### config.mk
export PLATFORM = sky130hd
export DESIGN_NAME = dlf_gear_ctrl
export DESIGN_NICKNAME = d
export VERILOG_FILES = /design/src/rtl/dlf_gear_ctrl.sv
export SDC_FILE = /design/constraint.sdc
export NUM_CORES = 1
export LEC_CHECK = 0
export BUFFER_PORTS_ARGS = -buffer_cell sky130_fd_sc_hd__buf_2
export CORE_ASPECT_RATIO = 1.2
export CORE_MARGIN = 5
export CORE_UTILIZATION = 50
export CTS_CLUSTER_DIAMETER = 200
export DETAILED_ROUTE_END_ITERATION = 12
export GPL_TIMING_DRIVEN = 0
export PLACE_DENSITY = 0.81
export SETUP_SLACK_MARGIN = 0.5
export SYNTH_ARGS = -nofsm -noshare
export SYNTH_HDL_FRONTEND = slang
export SYNTH_SLANG_ARGS = --single-unit
### constraint.sdc
create_clock -name clk -period 17.7 [get_ports clk]
set_input_delay 3.54 -clock clk [delete_from_list [all_inputs] [get_ports clk]]
set_output_delay 3.54 -clock clk [all_outputs]
set_load 0.02 [all_outputs]
### src/rtl/dlf_gear_ctrl.sv
// dlf_gear_ctrl: bandwidth gear-shift sequencer for the digital loop filter.
// Holds the filter off while settling, acquires wide, then tracks once phase error is small.
module dlf_gear_ctrl #(
    parameter int PHE_W  = 21,
    parameter int COEF_W = 16,
    parameter int CNT_W  = 16
) (
    input  logic              clk,
    input  logic              rstn,
    input  logic              start,
    input  logic              abort,
    input  logic [PHE_W-1:0]  phe_in,
    input  logic              phe_vld,
    input  logic [COEF_W-1:0] acq_a2,
    input  logic [COEF_W-1:0] acq_a3,
    input  logic [COEF_W-1:0] acq_b1,
    input  logic [COEF_W-1:0] acq_b2,
    input  logic [COEF_W-1:0] trk_a2,
    input  logic [COEF_W-1:0] trk_a3,
    input  logic [COEF_W-1:0] trk_b1,
    input  logic [COEF_W-1:0] trk_b2,
    input  logic [PHE_W-2:0]  lock_thr,
    input  logic [7:0]        lock_cnt,
    input  logic [CNT_W-1:0]  settle_cyc,
    input  logic [CNT_W-1:0]  acq_timeout,
    output logic              dlf_en,
    output logic [COEF_W-1:0] dlf_a2,
    output logic [COEF_W-1:0] dlf_a3,
    output logic [COEF_W-1:0] dlf_b1,
    output logic [COEF_W-1:0] dlf_b2,
    output logic              coef_upd,
    output logic              locked,
    output logic              busy,
    output logic              timeout_err,
    output logic [2:0]        state_o
);
    typedef enum logic [2:0] {
        S_IDLE   = 3'd0,
        S_SETTLE = 3'd1,
        S_ACQ    = 3'd2,
        S_SWITCH = 3'd3,
        S_TRACK  = 3'd4
    } state_t;

    typedef logic [3:0][COEF_W-1:0] coef_set_t;

    state_t           state_q, state_d;
    logic [CNT_W-1:0] settle_q, settle_d, tmo_q, tmo_d;
    logic [7:0]       run_q, run_d, lck_q, lck_d;
    logic [PHE_W-2:0] thr_q, thr_d;
    coef_set_t        acq_q, acq_d, trk_q, trk_d, coef_q, coef_d;
    logic             en_q, en_d, upd_q, upd_d;
    logic             locked_q, locked_d, busy_q, busy_d;
    logic             terr_q, terr_d;

    logic [PHE_W-1:0] neg;
    logic [PHE_W-2:0] mag;
    logic [7:0]       lim, run_inc;
    logic [CNT_W-1:0] settle_dec, tmo_inc;
    logic             in_thr, out_wide;

    // |phe| saturates the most-negative code to the largest magnitude
    always_comb begin
        neg = ~phe_in + 1'b1;
        if (!phe_in[PHE_W-1]) begin
            mag = phe_in[PHE_W-2:0];
        end else if (phe_in[PHE_W-2:0] == '0) begin
            mag = '1;
        end else begin
            mag = neg[PHE_W-2:0];
        end
    end

    assign in_thr     = (mag <= thr_q);
    assign out_wide   = ({1'b0, mag} > {thr_q, 1'b0});
    assign lim        = (lck_q == 8'd0) ? 8'd1 : lck_q;
    assign run_inc    = (run_q == 8'hFF) ? run_q : run_q + 8'd1;
    assign settle_dec = (settle_q == '0) ? '0 : settle_q - CNT_W'(1);
    assign tmo_inc    = tmo_q + CNT_W'(1);

    always_comb begin
        state_d  = state_q;
        settle_d = settle_q;
        tmo_d    = tmo_q;
        run_d    = run_q;
        lck_d    = lck_q;
        thr_d    = thr_q;
        acq_d    = acq_q;
        trk_d    = trk_q;
        coef_d   = coef_q;
        en_d     = en_q;
        upd_d    = 1'b0;
        locked_d = locked_q;
        terr_d   = terr_q;
        unique case (state_q)
            S_IDLE: begin
                en_d = 1'b0;
                if (start && !abort) begin
                    acq_d    = {acq_b2, acq_b1, acq_a3, acq_a2};
                    trk_d    = {trk_b2, trk_b1, trk_a3, trk_a2};
                    thr_d    = lock_thr;
                    lck_d    = lock_cnt;
                    settle_d = settle_cyc;
                    terr_d   = 1'b0;
                    state_d  = S_SETTLE;
                end
            end
            S_SETTLE: begin
                settle_d = settle_dec;
                if (settle_dec == '0) begin
                    state_d = S_ACQ;
                    coef_d  = acq_q;
                    upd_d   = 1'b1;
                    en_d    = 1'b1;
                    run_d   = 8'd0;
                    tmo_d   = '0;
                end
            end
            S_ACQ: begin
                if (phe_vld) begin
                    run_d = in_thr ? run_inc : 8'd0;
                    tmo_d = tmo_inc;
                    if (run_d >= lim) begin
                        state_d = S_SWITCH;
                    end else if (acq_timeout != '0 && tmo_inc == acq_timeout) begin
                        state_d = S_IDLE;
                        terr_d  = 1'b1;
                        en_d    = 1'b0;
                    end
                end
            end
            S_SWITCH: begin
                if (phe_vld) begin
                    coef_d   = trk_q;
                    upd_d    = 1'b1;
                    locked_d = 1'b1;
                    run_d    = 8'd0;
                    state_d  = S_TRACK;
                end
            end
            S_TRACK: begin
                en_d = 1'b1;
                if (phe_vld) begin
                    run_d = out_wide ? run_inc : 8'd0;
                    if (run_d >= lim) begin
                        state_d  = S_ACQ;
                        coef_d   = acq_q;
                        upd_d    = 1'b1;
                        locked_d = 1'b0;
                        run_d    = 8'd0;
                        tmo_d    = '0;
                    end
                end
            end
            default: state_d = S_IDLE;
        endcase
        // abort keeps coefficients and the sticky error
        if (abort) begin
            state_d  = S_IDLE;
            en_d     = 1'b0;
            locked_d = 1'b0;
            upd_d    = 1'b0;
            coef_d   = coef_q;
            terr_d   = terr_q;
        end
        busy_d = (state_d != S_IDLE);
    end

    always_ff @(posedge clk) begin
        if (!rstn) begin
            state_q  <= S_IDLE;
            settle_q <= '0;
            tmo_q    <= '0;
            run_q    <= '0;
            lck_q    <= '0;
            thr_q    <= '0;
            acq_q    <= '0;
            trk_q    <= '0;
            coef_q   <= '0;
            en_q     <= 1'b0;
            upd_q    <= 1'b0;
            locked_q <= 1'b0;
            busy_q   <= 1'b0;
            terr_q   <= 1'b0;
        end else begin
            state_q  <= state_d;
            settle_q <= settle_d;
            tmo_q    <= tmo_d;
            run_q    <= run_d;
            lck_q    <= lck_d;
            thr_q    <= thr_d;
            acq_q    <= acq_d;
            trk_q    <= trk_d;
            coef_q   <= coef_d;
            en_q     <= en_d;
            upd_q    <= upd_d;
            locked_q <= locked_d;
            busy_q   <= busy_d;
            terr_q   <= terr_d;
        end
    end

    assign dlf_en      = en_q;
    assign dlf_a2      = coef_q[0];
    assign dlf_a3      = coef_q[1];
    assign dlf_b1      = coef_q[2];
    assign dlf_b2      = coef_q[3];
    assign coef_upd    = upd_q;
    assign locked      = locked_q;
    assign busy        = busy_q;
    assign timeout_err = terr_q;
    assign state_o     = state_q;

endmodule

==> flow_summary_export.csv <==
group,metric,value,unit
power_and_ir_drop,peakVddDrop,0.0966,mV
worst_hold_path,hold_class,"flip-flop to flip-flop",
placement,io_buffers,285,
critical_path,path_class,"primary input to flip-flop",
timing,final.setup_skew,12.3,ps
cts,cts_max_level,1,
cts,cts_buffers,29,
timing,setup_viol,0,
synthesis,syn-cell-area,0.0139,sq mm
cts,cts_tree,"done",
cells_and_area,nFillCells,2596,
synthesis,synth_ff_type,"dfxtp_1",
timing,period_minus_slack,10630,ps
critical_path,path_max_fanout,10,
die,initial_core_util,50.3,%
detailed_routing,wl_per_cell,17.5,um
detailed_routing,wl,42900,um
cells_and_area,finalNetCount,2360,
critical_path,startpoint_type,"primary input",
cells_and_area,seq_area,0.00537,sq mm
detailed_routing,vias,13900,
detailed_routing,ant_nets,0,
critical_path,worstSetupEndpointType,"flip-flop",
die,rows,67,
synthesis,syn_avg_cell_area,7.86,sq um
cts,cts_sinks,268,
global_routing,grt_overflow,0,
synthesis,synth-seq-cells,268,
timing,rsz0062_at_grt,"false",
critical_path,slowest_delay,730,ps
die,num_io_pins,286,
critical_path,crit_slowest_cell,"a2111oi_0",
synthesis,syn_inst,1771,
cts,ctsHoldBuffers,0,
cts,clockBufferDepth,3,
synthesis,synthArstFlopShare,0,%
global_routing,grt_pass1_wl,68000,um
critical_path,cp.arrival,11060,ps
timing,hold_viol,0,
placement,dp_hpwl,33400,um
timing,fmax,94.1,MHz
cells_and_area,drive_gt1_share,17.1,%
placement,dp_slack,6500,ps
timing,slew_viol_final,0,
cells_and_area,multi_input_area,0.00789,sq mm
synthesis,ys_warn_count,0,
placement,gp_congestion,0.933,
timing,post-route-period-util,60.0,%
global_routing,grt_pass1_vias,13800,
synthesis,ys_seq_area_share,38.6,%
detailed_routing,first_pass_iters,5,
cells_and_area,syn_to_final_growth,20.0,%
timing,setup_ws,7070,ps
job,maxCapViolations,0,
power_and_ir_drop,p_per_area,87.7,mW/mm^2
cts,cts_resized,0,
critical_path,worstPathRequired,18130,ps
global_routing,grt_max_degree,14,
timing,slew_headroom,19.7,%
detailed_routing,drc,0,
cts,clk-insertion-delay-late,540,ps
cts,cts.clk_slew.worst_paths,60,ps
synthesis,synth-edff-count,0,
timing,final.setup.tns,0,ps
die,die_w,162,um
timing,worst_slew_pin_slew,1200,ps
cts,root_buffer,"clkbuf_16",
global_routing,antenna_found_initial,7,
cts,cts_setup_buffers,0,
detailed_routing,viasPerCell,5.65,
synthesis,synth_nets,2044,
power_and_ir_drop,p_leak,7.40,nW
global_routing,grt_usage,26.4,%
power_and_ir_drop,finalPower,0.00146,W
detailed_routing,drt-initial-drc-count,723,
die,die_h,193,um
cells_and_area,diodes,0,
synthesis,ys_types,65,
run_status,status,"completed",
die,core,0.0277,sq mm
die,dieArea,0.0313,sq mm
synthesized netlist by cell type, drive strengths merged (9+ instances only):
cell / count / share of area (%)
buf: 19 / 0.69
ha: 59 / 5.3
a21boi: 172 / 9.3
a21oi: 38 / 1.4
nor2: 69 / 1.9
nand4: 15 / 0.67
mux2i: 9 / 0.65
dfxtp: 268 / 39
o211a: 64 / 4.6
o21ai: 54 / 1.9
nor4: 15 / 0.72
o22ai: 9 / 0.40
and2: 12 / 0.54
or4: 9 / 0.51
a21o: 9 / 0.49
xnor2: 21 / 1.3
clkbuf: 107 / 2.9
or3: 15 / 0.71
nand2b: 13 / 0.58
nand3: 154 / 5.5
nor2b: 16 / 0.72
xor2: 20 / 1.3
inv: 42 / 1.1
nor3: 27 / 0.97
nand2: 443 / 12
and3: 11 / 0.49
path summary, 6_finish.rpt:
check / from / end / slack, ps / cells after the start
setup / recovery: phe_in[0] / dlf_b2[10] / 7070 / 29
hold / removal: thr_q[8] / thr_q[8] / 460 / 2
setup reg to reg: thr_q[13] / dlf_b2[10] / 12110 / 20
hold reg to reg: thr_q[8] / thr_q[8] / 460 / 2
power by group:
part	total, W	internal (W)	leakage (nW)	switching (W)
Sequential	0.000649	0.000631	2.18	0.0000177
Combinational	0.000228	0.0000903	4.75	0.000138
Clock	0.000588	0.000340	0.460	0.000248
registers in the layout, indices dropped and copies added (netlist names), 16 cells and up:
register  cells
trk_q        64
dlf_b1       16
dlf_a3       16
thr_q        20
acq_q        64
settle_q     16
tmo_q        16
dlf_a2       16
dlf_b2       16
cells in the final DEF, fill, tap and decap left out, types with 7 or more instances in the layout:
cell type  instances
nor2_1            69
dfxtp_1          268
nand2_1          443
clkinv_2           9
xor2_1            20
a31oi_1            7
a21boi_0         168
xnor2_1           21
nand4_1           15
clkbuf_1         111
mux2i_1            9
and3_1            11
buf_2            299
a21o_1             9
a21oi_1           38
or4_1              8
or3_1             14
inv_1             42
nor3_1            27
o22ai_1            9
nor4_1            14
nand3_1          154
o211a_1           64
and2_1            12
nor2b_1           16
o31ai_1            8
clkbuf_16         29
o21ai_0           54
nand2b_1          13
ha_1              59
final cells by class:
| cell class | count | share of cell area [%] |
|---|---|---|
| tap | 345 | 2.58 |
| timing repair buffer | 285 | 8.54 |
| multi-input combinational | 1335 | 47.3 |
| buffer | 126 | 2.98 |
| clock buffer | 39 | 4.93 |
| sequential | 268 | 32.1 |
| clock inverter | 14 | 0.637 |
| inverter | 42 | 0.944 |
through the flow:
stage	hold slack [ps]	utilization (%)	instance area, sq um	std cells
6_report	464	60.4	16700	2454
5_1_grt	481	60.4	16700	2454
4_1_cts	466	60.4	16700	2454
3_5_place_dp	457	57.0	15800	2401
3_3_place_gp	450	57.0	15800	2401
2_1_floorplan	443	-	13900	1771
worst max-delay path, delay by kind of cell:
kind / cells / cell delay [ps]
AOI/OAI and AO/OA: 8 / 2130
buffers and inverters: 7 / 1550
adders and majority gates: 3 / 740
and+or+nand+nor: 11 / 3080
kinds of logic (layout without fill, tap and decap cells):
logic type / count (synthesis) / in the layout / share of synthesized area [%]
flip-flops: 268 / 268 / 38.6
multiplexers: 9 / 9 / 0.647
adder cells (fa/ha/maj): 59 / 59 / 5.31
XOR/XNOR: 41 / 41 / 2.58
AND/OR/NAND/NOR: 822 / 822 / 26.7
AO/OA/AOI/OAI: 404 / 404 / 21.5
buffers and inverters: 168 / 506 / 4.71
routing by layer:
layer	share of wire, %	routed length (um)	vias up	track usage (%)
li1	-	-	6800	-
met4	4.3	1830	14	11.2
met2	48	20700	499	46.5
met5	0.18	76	-	0
met3	7.4	3190	122	5.04
met1	40	17100	6437	31.4
No activity file was read; power rests on OpenSTA's default activity.
